### config.mk
export PLATFORM = sky130hd
export DESIGN_NAME = fiber_bank_arbiter
export DESIGN_NICKNAME = d
export VERILOG_FILES = /design/src/rtl/fiber_bank_arbiter.sv
export SDC_FILE = /design/constraint.sdc
export NUM_CORES = 1
export LEC_CHECK = 0
export ABC_AREA = 1
export BUFFER_PORTS_ARGS = -buffer_cell sky130_fd_sc_hd__buf_2
export CORE_AREA = 2 2 204 206
export DETAILED_ROUTE_END_ITERATION = 10
export DIE_AREA = 0 0 206 208
export PLACE_DENSITY_LB_ADDON = 0.12
export RECOVER_POWER = 25
export SLEW_MARGIN = 20
export SYNTH_ARGS = -nofsm -noshare
export SYNTH_HDL_FRONTEND = slang
export SYNTH_SLANG_ARGS = --single-unit
### constraint.sdc
create_clock -name i_clk -period 3.7 [get_ports i_clk]
set_input_delay 0.74 -clock i_clk [delete_from_list [all_inputs] [get_ports i_clk]]
set_output_delay 0.74 -clock i_clk [all_outputs]
set_load 0.01 [all_outputs]
### src/rtl/fiber_bank_arbiter.sv
// Round-robin arbiter that funnels NUM_REQ requesters into one fiberBank port and routes in-order responses back by ID.
// Optional per-requester grant counters are enabled by defining FIBER_BANK_ARB_STATS_EN.
module fiber_bank_arbiter #(
  parameter int NUM_REQ    = 4,
  parameter int ADDR_WIDTH = 64,
  parameter int DATA_WIDTH = 16,
  parameter int OP_WIDTH   = 2,
  parameter int DEPTH      = 4
) (
  input  logic                           i_clk,
  input  logic                           i_rst,
  input  logic [NUM_REQ-1:0]             i_req_valid,
  output logic [NUM_REQ-1:0]             o_req_ready,
  input  logic [NUM_REQ*OP_WIDTH-1:0]    i_req_op,
  input  logic [NUM_REQ*ADDR_WIDTH-1:0]  i_req_addr,
  input  logic [NUM_REQ*DATA_WIDTH-1:0]  i_req_data,
  output logic                           o_bank_valid,
  input  logic                           i_bank_ready,
  output logic [OP_WIDTH-1:0]            o_bank_op,
  output logic [ADDR_WIDTH-1:0]          o_bank_addr,
  output logic [DATA_WIDTH-1:0]          o_bank_data,
  input  logic                           i_rsp_valid,
  input  logic [DATA_WIDTH-1:0]          i_rsp_data,
  output logic [NUM_REQ-1:0]             o_rsp_valid,
  output logic [DATA_WIDTH-1:0]          o_rsp_data,
  output logic                           o_err,
  output logic [NUM_REQ*16-1:0]          o_grant_cnt
);

  localparam int ID_W  = (NUM_REQ > 1) ? $clog2(NUM_REQ) : 1;
  localparam int PTR_W = (DEPTH > 1) ? $clog2(DEPTH) : 1;
  localparam int CNT_W = $clog2(DEPTH) + 1;

  logic [ID_W-1:0]       rr_q;
  logic                  bank_valid_q;
  logic [OP_WIDTH-1:0]   bank_op_q;
  logic [ADDR_WIDTH-1:0] bank_addr_q;
  logic [DATA_WIDTH-1:0] bank_data_q;
  logic                  err_q;

  logic [ID_W-1:0]       id_mem_q [DEPTH];
  logic [PTR_W-1:0]      wr_ptr_q, rd_ptr_q;
  logic [CNT_W-1:0]      cnt_q;

  logic                  grant_found;
  logic [ID_W-1:0]       grant_id;
  logic                  accept;
  logic                  rsp_pop;
  logic [ID_W-1:0]       head_id;
  logic [ID_W-1:0]       rr_d;
  logic [PTR_W-1:0]      wr_ptr_d, rd_ptr_d;

  // NOTE: every always_comb output gets a default first so no path leaves it unassigned (no latch).
  always_comb begin
    int idx;
    idx         = 0;
    grant_found = 1'b0;
    grant_id    = '0;
    for (int i = 0; i < NUM_REQ; i++) begin
      idx = int'(rr_q) + i;
      if (idx >= NUM_REQ) idx = idx - NUM_REQ;
      if (!grant_found && i_req_valid[idx]) begin
        grant_found = 1'b1;
        grant_id    = ID_W'(idx);
      end
    end
  end

  // A slot opens when the output register is empty or drains this cycle; pops never free a slot early.
  assign accept  = !i_rst && grant_found && (!bank_valid_q || i_bank_ready)
                   && (cnt_q < CNT_W'(DEPTH));
  assign rsp_pop = !i_rst && i_rsp_valid && (cnt_q != '0);
  assign head_id = id_mem_q[rd_ptr_q];

  assign rr_d     = (grant_id == ID_W'(NUM_REQ - 1)) ? '0 : grant_id + ID_W'(1);
  assign wr_ptr_d = (wr_ptr_q == PTR_W'(DEPTH - 1)) ? '0 : wr_ptr_q + PTR_W'(1);
  assign rd_ptr_d = (rd_ptr_q == PTR_W'(DEPTH - 1)) ? '0 : rd_ptr_q + PTR_W'(1);

  assign o_req_ready  = accept  ? (NUM_REQ'(1) << grant_id) : '0;
  assign o_rsp_valid  = rsp_pop ? (NUM_REQ'(1) << head_id)  : '0;
  assign o_rsp_data   = i_rsp_data;
  assign o_bank_valid = bank_valid_q;
  assign o_bank_op    = bank_op_q;
  assign o_bank_addr  = bank_addr_q;
  assign o_bank_data  = bank_data_q;
  assign o_err        = err_q;

  // NOTE: sequential state uses non-blocking assignments so every register samples pre-edge values.
  always_ff @(posedge i_clk) begin
    if (i_rst) begin
      rr_q         <= '0;
      bank_valid_q <= 1'b0;
      bank_op_q    <= '0;
      bank_addr_q  <= '0;
      bank_data_q  <= '0;
      err_q        <= 1'b0;
      wr_ptr_q     <= '0;
      rd_ptr_q     <= '0;
      cnt_q        <= '0;
    end else begin
      if (accept) begin
        rr_q         <= rr_d;
        bank_valid_q <= 1'b1;
        bank_op_q    <= i_req_op[grant_id*OP_WIDTH +: OP_WIDTH];
        bank_addr_q  <= i_req_addr[grant_id*ADDR_WIDTH +: ADDR_WIDTH];
        bank_data_q  <= i_req_data[grant_id*DATA_WIDTH +: DATA_WIDTH];
        wr_ptr_q     <= wr_ptr_d;
      end else if (i_bank_ready) begin
        bank_valid_q <= 1'b0;
      end

      if (rsp_pop) rd_ptr_q <= rd_ptr_d;

      case ({accept, rsp_pop})
        2'b10:   cnt_q <= cnt_q + CNT_W'(1);
        2'b01:   cnt_q <= cnt_q - CNT_W'(1);
        default: cnt_q <= cnt_q;
      endcase

      if (i_rsp_valid && (cnt_q == '0)) err_q <= 1'b1;
    end
  end

  // NOTE: the ID storage has no reset; entries are only read once the occupancy count marks them written.
  always_ff @(posedge i_clk) begin
    if (accept) id_mem_q[wr_ptr_q] <= grant_id;
  end

`ifdef FIBER_BANK_ARB_STATS_EN
  logic [15:0] grant_cnt_q [NUM_REQ];

  always_ff @(posedge i_clk) begin
    if (i_rst) begin
      for (int k = 0; k < NUM_REQ; k++) grant_cnt_q[k] <= '0;
    end else if (accept && (grant_cnt_q[grant_id] != 16'hFFFF)) begin
      grant_cnt_q[grant_id] <= grant_cnt_q[grant_id] + 16'd1;
    end
  end

  for (genvar k = 0; k < NUM_REQ; k++) begin : g_cnt_out
    assign o_grant_cnt[k*16 +: 16] = grant_cnt_q[k];
  end
`else
  assign o_grant_cnt = '0;
`endif

endmodule

==> impl_metrics.py <==
metrics = {
    "sta": {
        "setup_tns_ns": 0,
        "setup_viol": 0,
        "fin_skew_ns": 0.00774,
        "tightest_slew_ns": 1.11,
        "grt_setup_unrepaired": "false",
        "timing.final.crit_share_pct": 91.5,
        "fmax_ghz": 0.295,
        "min_period_ns": 3.38,
        "slew_headroom_pct": 25.7,
        "maxSlewViolCount": 0,
        "hold_viol": 0,
    },
    "critical_path": {
        "worstSetupStartpointType": "register",
        "reg2reg_from": "rr_q[0]$_SDFFE_PP0P_",
        "criticalPathCategory": "reg -> out",
        "crit_arrival_ns": 2.64,
        "required_ns": 2.96,
        "worst-path-max-fanout": 45,
        "rrSetupSlack_ns": 0.92,
        "rr_endpoint": "cnt_q[2]$_SDFFE_PP0P_",
        "critPathCaptureType": "output pin",
        "reg2reg_depth": 16,
    },
    "die": {
        "core_sq_um": 40600,
        "num_rows": 74,
        "die_x_um": 206,
        "start_util_pct": 18.5,
        "die_h_um": 208,
        "io-pin-count": 524,
        "design.die.area_sq_um": 42800,
    },
    "global_route": {
        "grt.overflow.total": 0,
        "grt_pass1_wl_um": 49500,
        "antenna_found_initial": 14,
        "grt_pass1_vias": 8879,
        "grt_usage_pct": 14.9,
        "grt_max_degree": 165,
    },
    "drt": {
        "ant_nets": 0,
        "drt-total-wl_um": 32900,
        "drc_errors": 0,
        "vias": 8931,
        "wl_per_cell_um": 16.0,
        "dr.pass1.iters": 6,
        "dr.first_iter.drc_count": 457,
        "avgViaCountPerCell": 4.34,
    },
    "clocking": {
        "numCtsBuffers": 9,
        "ctsHoldBuffers": 0,
        "post_cts_buffers": 0,
        "cts_tree": "yes",
        "clock_sinks": 103,
        "cts_root_buf": "clkbuf_16",
        "post_cts_resize_count": 0,
        "clk_latency_ns": 0.37,
        "htree_levels": 3,
        "clkSlewWorstSetupHoldPaths_ns": 0.08,
        "cts_buffer_depth": 2,
    },
    "final_layout": {
        "layout_common_cells": "nand3_1, buf_2, nand2_1",
        "multi_input_area_sq_um": 4310,
        "nets": 1876,
        "drive_above_1_share_pct": 28.7,
        "fillCellCount": 4756,
        "area.sequential_sq_um": 2140,
        "layout_commonest_cell": "nand3_1",
        "synthToLayoutAreaGrowth_pct": 30.5,
        "fin_area_sq_um": 9760,
    },
    "status": {
        "run_status": "completed",
    },
    "synth": {
        "syn_area_per_cell_sq_um": 6.35,
        "yosys_register_bits": 103,
        "ys_warn_count": 0,
        "synth_cell_types": 26,
        "yosysSeqAreaShare_pct": 28.6,
        "netlist_instances": 1178,
        "synth.cell_area_sq_um": 7480,
    },
    "power": {
        "leakage_uw": 0.00508,
        "vdd_drop_max_mv": 1.04,
        "power_uw": 9380,
        "power_density_nw_per_um2": 961,
    },
    "hold_path": {
        "hp-class": "reg -> reg",
        "whs_path_depth": 2,
        "hold_path_end": "o_err$_SDFFE_PP0P_",
        "hp-start": "o_err$_SDFFE_PP0P_",
    },
    "placed_design": {
        "io_buffers": 427,
        "hpwl_um": 23800,
        "place_area_sq_um": 9510,
        "place.gp.congestion": 0.781,
    },
    "flow_run": {
        "maxCapViolations": 0,
    },
}
## registers in the layout, summed over array words and instances, names as in the netlist, named ones only
name / flops
rr_q: 2
wr_ptr_q: 2
id_mem_q: 8
o_err: 1
o_bank_op: 2
o_bank_addr: 64
o_bank_valid: 1
rd_ptr_q: 2
o_bank_data: 16
cnt_q: 3
## worst max path at each step
stage                              start                     to  slack [ns]  depth (start not counted)
finish              rr_q[0]$_SDFFE_PP0P_         o_req_ready[3]        0.32                         12
floorplan                 i_req_valid[3]  cnt_q[2]$_SDFFE_PP0P_        0.76                         17
global route        rr_q[0]$_SDFFE_PP0P_         o_req_ready[3]        0.01                         14
global placement          i_req_valid[1]         o_req_ready[3]        0.47                         13
detailed placement        i_req_valid[3]         o_req_ready[3]        0.43                         14
CTS                 rr_q[0]$_SDFFE_PP0P_         o_req_ready[3]        0.24                         14
## stage by stage
stage,std cells,hold WS [ns],util [%],setup WS [ns]
2_1_floorplan,1241,0.468,-,0.763
3_3_place_gp,2034,0.445,23.5,0.465
3_5_place_dp,2034,0.447,23.5,0.427
4_1_cts,2050,0.459,24.1,0.235
5_1_grt,2054,0.489,24.1,0.0121
6_report,2057,0.454,24.1,0.316
## synthesized netlist by cell type, drive strengths merged
cell type | number | area (sq um)
nand3 | 502 | 2520
nand2 | 298 | 1130
buf | 168 | 1140
dfxtp | 95 | 1900
inv | 31 | 116
nor2 | 23 | 91.3
clkbuf | 13 | 48.8
a21oi | 11 | 55.1
ha | 10 | 125
o21ai | 9 | 45.0
edfxtp | 8 | 240
nor3 | 4 | 20.0
or2 | 2 | 12.5
a32oi | 1 | 8.76
conb | 1 | 3.75
fa | 1 | 20.0
o21a | 1 | 7.51
## cell families after synthesis
| family | count (synthesis) | synth area share, % |
|---|---|---|
| compound gates | 22 | 1.55 |
| simple gates | 829 | 50.4 |
| other cells | 1 | 0.0501 |
| fa+ha+maj | 11 | 1.94 |
| flops | 103 | 28.6 |
| buf+inv | 212 | 17.4 |
## area by class of cell
| cell class | instances | share of cell area [%] |
|---|---|---|
| antenna | 7 | 0.179 |
| clock buffer | 9 | 2.31 |
| clock inverter | 7 | 0.564 |
| inverter | 31 | 1.23 |
| multi-input combinational | 926 | 44.1 |
| sequential | 103 | 21.9 |
| tap | 532 | 6.82 |
| timing repair buffer | 442 | 22.8 |
## routing by layer
metal / vias to the layer above / part of all wire, % / track usage (%) / wire, um
met2: 325 / 48 / 26.0 / 15900
li1: 4495 / - / - / -
met4: 16 / 1.1 / 2.96 / 376
met1: 4056 / 41 / 17.1 / 13500
met5: - / 0.31 / 0 / 101
met3: 39 / 9.1 / 5.80 / 3010
## power by group
| group | leakage, uW | internal [uW] | switching [uW] |
|---|---|---|---|
| clock network | 0.000140 | 467 | 491 |
| registers | 0.000864 | 1610 | 223 |
| logic | 0.00408 | 2020 | 4560 |
## critical path: stages (launching register included)
cell     delay [ns]
dfxtp_1        0.54
inv_2          0.14
nand2_1        0.09
nand2_1        0.08
o21ai_0        0.22
nand3_1        0.15
nand2_4        0.13
nand2_8        0.18
inv_1          0.25
ha_1           0.18
inv_1          0.05
nor2_1         0.10
buf_2          0.15
(Power assumes the default switching activity.)
